File: config.mk
export PLATFORM = sky130hd
export DESIGN_NAME = sram_like_arbiter
export DESIGN_NICKNAME = d
export VERILOG_FILES = /design/src/rtl/sram_like_arbiter_pkg.sv /design/src/rtl/sram_like_arbiter_id_fifo.sv /design/src/rtl/sram_like_arbiter.sv
export SDC_FILE = /design/constraint.sdc
export NUM_CORES = 1
export LEC_CHECK = 0
export BUFFER_PORTS_ARGS = -buffer_cell sky130_fd_sc_hd__buf_2
export CAP_MARGIN = 20
export CORE_AREA = 3 3 118 120
export DETAILED_ROUTE_END_ITERATION = 8
export DIE_AREA = 0 0 121 123
export PLACE_DENSITY = 0.47
export SYNTH_ARGS = -nofsm -noshare
export SYNTH_HDL_FRONTEND = slang
export SYNTH_HIERARCHICAL = 1
export SYNTH_SLANG_ARGS = --single-unit
File: constraint.sdc
create_clock -name clk -period 3 [get_ports clk]
set_input_delay 0.3 -clock clk [delete_from_list [all_inputs] [get_ports clk]]
set_output_delay 0.3 -clock clk [all_outputs]
set_load 0.05 [all_outputs]
File: src/rtl/sram_like_arbiter_pkg.sv
// Shared definitions for the SRAM-like two-master arbiter: master IDs,
// transfer size encodings and the grant/lock state types.
package sram_like_arbiter_pkg;

    localparam logic ID_INST = 1'b0;
    localparam logic ID_DATA = 1'b1;

    typedef enum logic [1:0] {
        SIZE_BYTE = 2'd0,
        SIZE_HALF = 2'd1,
        SIZE_WORD = 2'd2
    } size_t;

    typedef enum logic {
        GRANT_INST = 1'b0,
        GRANT_DATA = 1'b1
    } grant_t;

    typedef enum logic {
        LK_FREE = 1'b0,
        LK_HELD = 1'b1
    } lock_t;

endpackage

File: src/rtl/sram_like_arbiter_id_fifo.sv
// In-order FIFO of master IDs for accepted-but-unanswered transactions.
// With SRAM_ARB_FLUSH_EN each entry also carries a cancel bit.
module arb_id_fifo
    import sram_like_arbiter_pkg::*;
#(
    parameter int unsigned DEPTH = 2
) (
    input  logic clk,
    input  logic reset,
`ifdef SRAM_ARB_FLUSH_EN
    input  logic flush_inst,
    output logic head_cancel,
`endif
    input  logic push,
    input  logic push_id,
    input  logic pop,
    output logic full,
    output logic empty,
    output logic head_id
);

    localparam int unsigned PW = $clog2(DEPTH);
    localparam logic [PW:0] CNT_FULL = (PW+1)'(DEPTH);
    localparam logic [PW:0] CNT_ONE  = (PW+1)'(1);

    logic [PW-1:0]    rd_ptr, wr_ptr;
    logic [PW:0]      count;
    logic [DEPTH-1:0] ids;
    logic             do_push, do_pop;

    // Full is taken from the registered count, so a pop never frees a slot
    // for a push in the same cycle.
    assign full    = (count == CNT_FULL);
    assign empty   = (count == '0);
    assign do_push = push & ~full;
    assign do_pop  = pop & ~empty;
    assign head_id = ids[rd_ptr];

    always_ff @(posedge clk) begin
        if (reset) begin
            rd_ptr <= '0;
            wr_ptr <= '0;
            count  <= '0;
            ids    <= '0;
        end else begin
            if (do_push) begin
                ids[wr_ptr] <= push_id;
                wr_ptr      <= wr_ptr + PW'(1);
            end
            if (do_pop)
                rd_ptr <= rd_ptr + PW'(1);
            unique case ({do_push, do_pop})
                2'b10:   count <= count + CNT_ONE;
                2'b01:   count <= count - CNT_ONE;
                default: count <= count;
            endcase
        end
    end

`ifdef SRAM_ARB_FLUSH_EN
    logic [DEPTH-1:0] cancels;

    assign head_cancel = cancels[rd_ptr];

    // Stale slots may get marked too; a push always rewrites its cancel bit.
    always_ff @(posedge clk) begin
        if (reset) begin
            cancels <= '0;
        end else begin
            for (int unsigned i = 0; i < DEPTH; i++)
                if (flush_inst && ids[i] == ID_INST)
                    cancels[i] <= 1'b1;
            if (do_push)
                cancels[wr_ptr] <= flush_inst & (push_id == ID_INST);
        end
    end
`endif

endmodule

File: src/rtl/sram_like_arbiter.sv
// Two-master (inst/data) to one-slave SRAM-like bus arbiter with an in-order
// response ID FIFO. Optional flush-cancel of inst responses: SRAM_ARB_FLUSH_EN.
module sram_like_arbiter
    import sram_like_arbiter_pkg::*;
#(
    parameter int unsigned OUTS = 2
) (
    input  logic        clk,
    input  logic        reset,
`ifdef SRAM_ARB_FLUSH_EN
    input  logic        flush,
`endif
    input  logic        inst_req,
    input  logic        inst_wr,
    input  logic [1:0]  inst_size,
    input  logic [31:0] inst_addr,
    input  logic [31:0] inst_wdata,
    output logic        inst_addr_ok,
    output logic        inst_data_ok,
    output logic [31:0] inst_rdata,
    input  logic        data_req,
    input  logic        data_wr,
    input  logic [1:0]  data_size,
    input  logic [31:0] data_addr,
    input  logic [31:0] data_wdata,
    output logic        data_addr_ok,
    output logic        data_data_ok,
    output logic [31:0] data_rdata,
    output logic        out_req,
    output logic        out_wr,
    output logic [1:0]  out_size,
    output logic [31:0] out_addr,
    output logic [31:0] out_wdata,
    input  logic        out_addr_ok,
    input  logic        out_data_ok,
    input  logic [31:0] out_rdata
);

    lock_t  lock_q, lock_d;
    grant_t held_q, held_d, grant;
    logic   full, empty, head_id, push, deliver, inst_resp;

    always_ff @(posedge clk) begin
        if (reset) begin
            lock_q <= LK_FREE;
            held_q <= GRANT_INST;
        end else begin
            lock_q <= lock_d;
            held_q <= held_d;
        end
    end

    always_comb begin
        grant = data_req ? GRANT_DATA : GRANT_INST;
        if (lock_q == LK_HELD)
            grant = held_q;

        if (grant == GRANT_DATA) begin
            out_req   = data_req;
            out_wr    = data_wr;
            out_size  = data_size;
            out_addr  = data_addr;
            out_wdata = data_wdata;
        end else begin
            out_req   = inst_req;
            out_wr    = inst_wr;
            out_size  = inst_size;
            out_addr  = inst_addr;
            out_wdata = inst_wdata;
        end
        out_req = out_req & ~full & ~reset;

        // Hold the grant while a presented request waits for its accept.
        lock_d = (out_req && !out_addr_ok) ? LK_HELD : LK_FREE;
        held_d = grant;
    end

    assign push         = out_req & out_addr_ok;
    assign inst_addr_ok = push & (grant == GRANT_INST);
    assign data_addr_ok = push & (grant == GRANT_DATA);
    assign deliver      = out_data_ok & ~empty & ~reset;

`ifdef SRAM_ARB_FLUSH_EN
    logic head_cancel;

    arb_id_fifo #(.DEPTH(OUTS)) u_id_fifo (
        .clk        (clk),
        .reset      (reset),
        .flush_inst (flush),
        .head_cancel(head_cancel),
        .push       (push),
        .push_id    (grant),
        .pop        (deliver),
        .full       (full),
        .empty      (empty),
        .head_id    (head_id)
    );

    assign inst_resp = deliver & (head_id == ID_INST) & ~head_cancel;
`else
    arb_id_fifo #(.DEPTH(OUTS)) u_id_fifo (
        .clk        (clk),
        .reset      (reset),
        .push       (push),
        .push_id    (grant),
        .pop        (deliver),
        .full       (full),
        .empty      (empty),
        .head_id    (head_id)
    );

    assign inst_resp = deliver & (head_id == ID_INST);
`endif

    assign inst_data_ok = inst_resp;
    assign data_data_ok = deliver & (head_id == ID_DATA);
    assign inst_rdata   = inst_data_ok ? out_rdata : '0;
    assign data_rdata   = data_data_ok ? out_rdata : '0;

endmodule

# Yosys cells after proc, flatten, opt, wreduce, memory -nomap -nowiden
# Cells that the tools add are included.
# classes
add_sub_neg	4
n_lt_le_gt_ge	3
n_eq_ne	3
mux	16
bitwise_logic	16
reduce_logical	5
# ops
operator	n
32-bit 2-to-1 mux	4
1-bit AND	11
1-bit 2-to-1 mux	8
1-bit inverter	5
2-bit == test (second input constant)	2
1-bit by 2-bit < comparator with 1-bit output (second input constant)	2
2-bit case mux with 2 select lines	1
1-bit adder (second input constant)	2
2-bit by 1-bit adder with 2-bit output (second input constant)	1
2-bit bitwise mux	1
2-bit by 1-bit == test with 1-bit output (second input constant)	1
1-bit logical AND	2
2-bit logical NOT	1
2-bit 2-to-1 mux	1
2-bit nonzero test	1
2-bit by 1-bit subtractor with 2-bit output (second input constant)	1
1-bit demux with 1-bit select	1
1-bit >= comparator (second input constant)	1
1-bit logical NOT	1
# word_totals
ff_bits	8
in_bits	172
out_inout_bits	136

# Depth between registers and ports, before layout
# logic_depth
word_depth	9
depth_mapped	8
ltp_nobuf	8

# Cells and area by module
# The synthesis kept the hierarchy.
# by_module_without_submodules
mod	n_inst	cells_each	area_each_um2	seq_area_each_um2
sram_like_arbiter	1	164	1707.9	40.0
arb_id_fifo	1	31	286.5	120.1

# Worst setup path after synthesis
# OpenSTA, ideal clock, no wires.
# synth_timing
path_type	reg2out
start	register lock_q
end	output port out_req
arrival_ns	3.053
required_ns	2.700
path_slack_ns	-0.353
stages_incl_launch_ff	3
path_buffers	0
cell_sequence	dfxtp_1 a21bo_2 a2111oi_0
# synth_via
elab_chain_len	4
# synth_rtl
item	line	text
start, declared	sram_like_arbiter.sv:39	lock_t lock_q, lock_d;
start signal, assigned	sram_like_arbiter.sv:48	lock_q <= lock_d;
1-bit 2-to-1 mux	sram_like_arbiter.sv:55	if (lock_q == LK_HELD)
1-bit 2-to-1 mux	sram_like_arbiter.sv:58	if (grant == GRANT_DATA) begin
1-bit AND (2 in series)	sram_like_arbiter.sv:71	out_req = out_req & ~full & ~reset;
end, declared	sram_like_arbiter.sv:29	output logic out_req,
# Every way passes these cells.

# Worst setup path after layout
# layout_timing
start	register lock_q
end	output port out_addr[12]
# layout_via
elab_chain_len	2
# layout_rtl
item	line	text
1-bit 2-to-1 mux	sram_like_arbiter.sv:55	
32-bit 2-to-1 mux	sram_like_arbiter.sv:58	
end, declared	sram_like_arbiter.sv:32	output logic [31:0] out_addr,
# Every way passes these cells.

==> results.md <==
* Layout cells sized above 1 at 0.7860
* Root buffer cell: clkbuf_16
* Total vias in the final route at 2626
* Worst-path clk slew at 0.04 ns
* Largest net degree at the start of global routing at 38
* Drt drc at 0
* Sink Count at 8
* Critical path class: reg -> out
* Dpl cells at 673
* CP required at 2.70 ns
* Clk pwr share at 0.189
* Max Fclk at 417.9 MHz
* Gr ovfl total at 0
* Slew headroom at 0.6463
* Boundary Pins at 308
* Synth warn at 6
* Combinational share of power at 0.709
* Sequential power share at 0.101
* Mapped Nets at 368
* Final net count at 675
* Setup TNS at 0 ns
* Final Max Tran Viols at 0
* GPL Wtd Cong at 0.7807
* Routed Antenna Nets at 0
* Clock Tree Buf Depth at 2
* Internal power at 590.8 uW
* Hold Path Cell Cnt at 3
* Min Tclk post-route at 2.393 ns
* Synth unique cells at 32
* Post-synth top flop: dfxtp_1
* Final number of setup-violating endpoints at 0
* Clock H-tree levels at 1
* Sw frac at 0.4941
* Post-cts sizing count at 0
* Synth-to-Final Area Change at 90.46%
* CP Max Fanout at 37
* WL final at 9.688 mm
* FF-to-FF End: u_id_fifo/count[1]$_SDFFE_PP0P_
* Share of the synthesized area in the top cell type at 0.5044
* Die area at 14880 sq um
* CTS tree: done
* Outcome: complete, no violations
* Leading area contributor after synthesis: mux2_4
* Period utilisation layout at 0.7976
* Slew @ Worst Pin at 0.5194 ns
* Hpwl dp at 8.555 mm
* Async set or reset register ratio after synthesis at 0
* Initial Utilization at 0.1524
* GRT Overall Usage at 0.1135
* Switch Pwr at 577.1 uW
* FF-to-FF Start: u_id_fifo/count[0]$_SDFFE_PP0P_
* Min-Delay Startpoint: out_addr_ok
* Synth top area cells: mux2_4 (50%), and2_1 (20%), dfxtp_1 (8.0%)
* Via count of the first global-routing pass at 2668
* Worst Hold End: lock_q$_SDFF_PP0_
* Wirelength per Cell at 14.31 um
* Drt via density at 3.879
* Register area share after synthesis at 0.08030
* Synth Cell Area at 1994 sq um
* Type of the most critical hold path: in -> reg
* Initial DRC Count at 58
* Initial antenna violation count at 1
* R2R Setup Slk at 0.69 ns
* R2R cell count at 7
* Number of synthesized register bits at 8
* VDD IR max at 0.1842 mV
* P per Cell Area at 307.5 nW/um^2
* Iteration count of the initial detailed-routing pass at 4
* Pleak at 2.327 nW
* Final Non-Filler Cells at 677
* CTS Buf Count at 3
* Mean Syn Cell Area at 10.23 sq um
* Post-CTS setup buffer count at 0
* Setup crit end kind: output pin
* Clock skew at 0.004025 ns
* Number of flops mapped to enable cells by yosys at 0
* RSZ-0062 raised after global routing: false
* Port Buf Inserts at 307
* Crit path DAT at 2.09 ns
* Endpoints failing hold at 0
* CTS Hold Bufs at 0
* FP Rows at 42
* Mapped Cells at 195
* Die X-Extent at 121 um
* Global-route wire length before repair at 13.77 mm
* Core ar. at 13090 sq um
* Max cap viols at 0
* Startpoint types: register
* Worst skew pair latency at 0.23 ns
* Die height at 123 um
-- power groups by stage --
stage                     Combinational, mW  Sequential [mW]  Clock [mW]
after floorplan                       0.600            0.119           0
after global placement                0.830            0.120           0
after detailed placement              0.831            0.120           0
after CTS                             0.835            0.119       0.226
after global routing                  0.867            0.120       0.232
final                                 0.828            0.119       0.221
-- per-stage QoR --
| stage | instance area (sq um) | setup WS (ns) | power [mW] | hold slack (ns) | util |
|---|---|---|---|---|---|
| floorplan | 1996 | 0.3072 | 0.7193 | 0.3691 | - |
| CTS | 3796 | 0.5491 | 1.180 | 0.3425 | 0.2901 |
| global placement | 3721 | 0.6837 | 0.9493 | 0.4684 | 0.2844 |
| detailed placement | 3721 | 0.7000 | 0.9513 | 0.4832 | 0.2844 |
| global route | 3799 | 0.4611 | 1.219 | 0.3512 | 0.2903 |
| finish | 3799 | 0.6071 | 1.168 | 0.3453 | 0.2903 |
-- area by class of cell --
| cell class | instances | area (sq um) |
|---|---|---|
| Tap cell | 176 | 220.2 |
| Multi-Input combinational cell | 171 | 1720 |
| Sequential cell | 8 | 160.2 |
| Antenna cell | 1 | 2.502 |
| Fill cell | 1398 | 9286 |
| Timing Repair Buffer | 315 | 1609 |
| Clock buffer | 3 | 75.07 |
| Inverter | 3 | 11.26 |
-- cells in the final DEF, fill, tap and decap left out, drive strengths merged, types with 2 or more instances in the layout --
master  count
dfxtp       8
xnor2       2
or3         3
nor2b       3
nor3b       2
inv         3
nand2b      3
clkbuf      3
a211oi      2
mux2       68
and2       64
buf       315
mux2i       2
o21ai       3
nor2        5
a21oi       2
-- kinds of logic (layout without fill, tap and decap cells) --
family | count (synthesis) | after routing | synth area share
other | 0 | 1 | 0
XOR/XNOR | 3 | 3 | 0.01318
AO/OA/AOI/OAI | 11 | 11 | 0.03764
adder cells (fa/ha/maj) | 1 | 1 | 0.006273
flip-flops | 8 | 8 | 0.08030
multiplexers | 70 | 70 | 0.5263
buffers and inverters | 16 | 321 | 0.05772
AND/OR/NAND/NOR | 86 | 86 | 0.2785
-- worst max path at each step --
stage | startpoint | endpoint | slack [ns] | cells past startpoint
2_1_floorplan | lock_q$_SDFF_PP0_ | out_req | 0.31 | 2
3_3_place_gp | reset | u_id_fifo/count[1]$_SDFFE_PP0P_ | 0.68 | 7
3_5_place_dp | u_id_fifo/count[0]$_SDFFE_PP0P_ | u_id_fifo/count[1]$_SDFFE_PP0P_ | 0.70 | 7
4_1_cts | lock_q$_SDFF_PP0_ | out_addr[30] | 0.55 | 4
5_1_grt | lock_q$_SDFF_PP0_ | out_addr[30] | 0.46 | 4
6_report | lock_q$_SDFF_PP0_ | out_addr[12] | 0.61 | 4
-- layer usage --
layer  wire length (um)  track usage  part of all wire
met1               3540       0.1311              0.37
met5                  0            0                 0
met4                121      0.01983             0.012
met3               1035      0.02699              0.11
met2               4989       0.2143              0.51
-- flip-flops by register name, indices dropped and copies added, names as in the netlist --
name	flops
u_id_fifo/rd_ptr	1
held_q	1
u_id_fifo/ids	2
u_id_fifo/count	2
u_id_fifo/wr_ptr	1
lock_q	1
-- worst max-delay path, stage by stage (launching register included) --
cell and delay, ns:
dfxtp_1 0.40, mux2i_4 0.53, buf_12 0.33, mux2_4 0.34, buf_2 0.21
-- cells in the mapped netlist, types with 2 or more instances --
cell / n
and2_1: 64
nor2_1: 5
clkbuf_1: 4
a21oi_1: 2
xnor2_1: 2
o21ai_0: 3
nor2b_1: 2
buf_2: 2
a211oi_1: 2
mux2_4: 67
nand2b_1: 3
or3_1: 3
buf_6: 7
inv_1: 3
dfxtp_1: 8
nor3b_1: 2
Power figures use the tool's default switching activity.
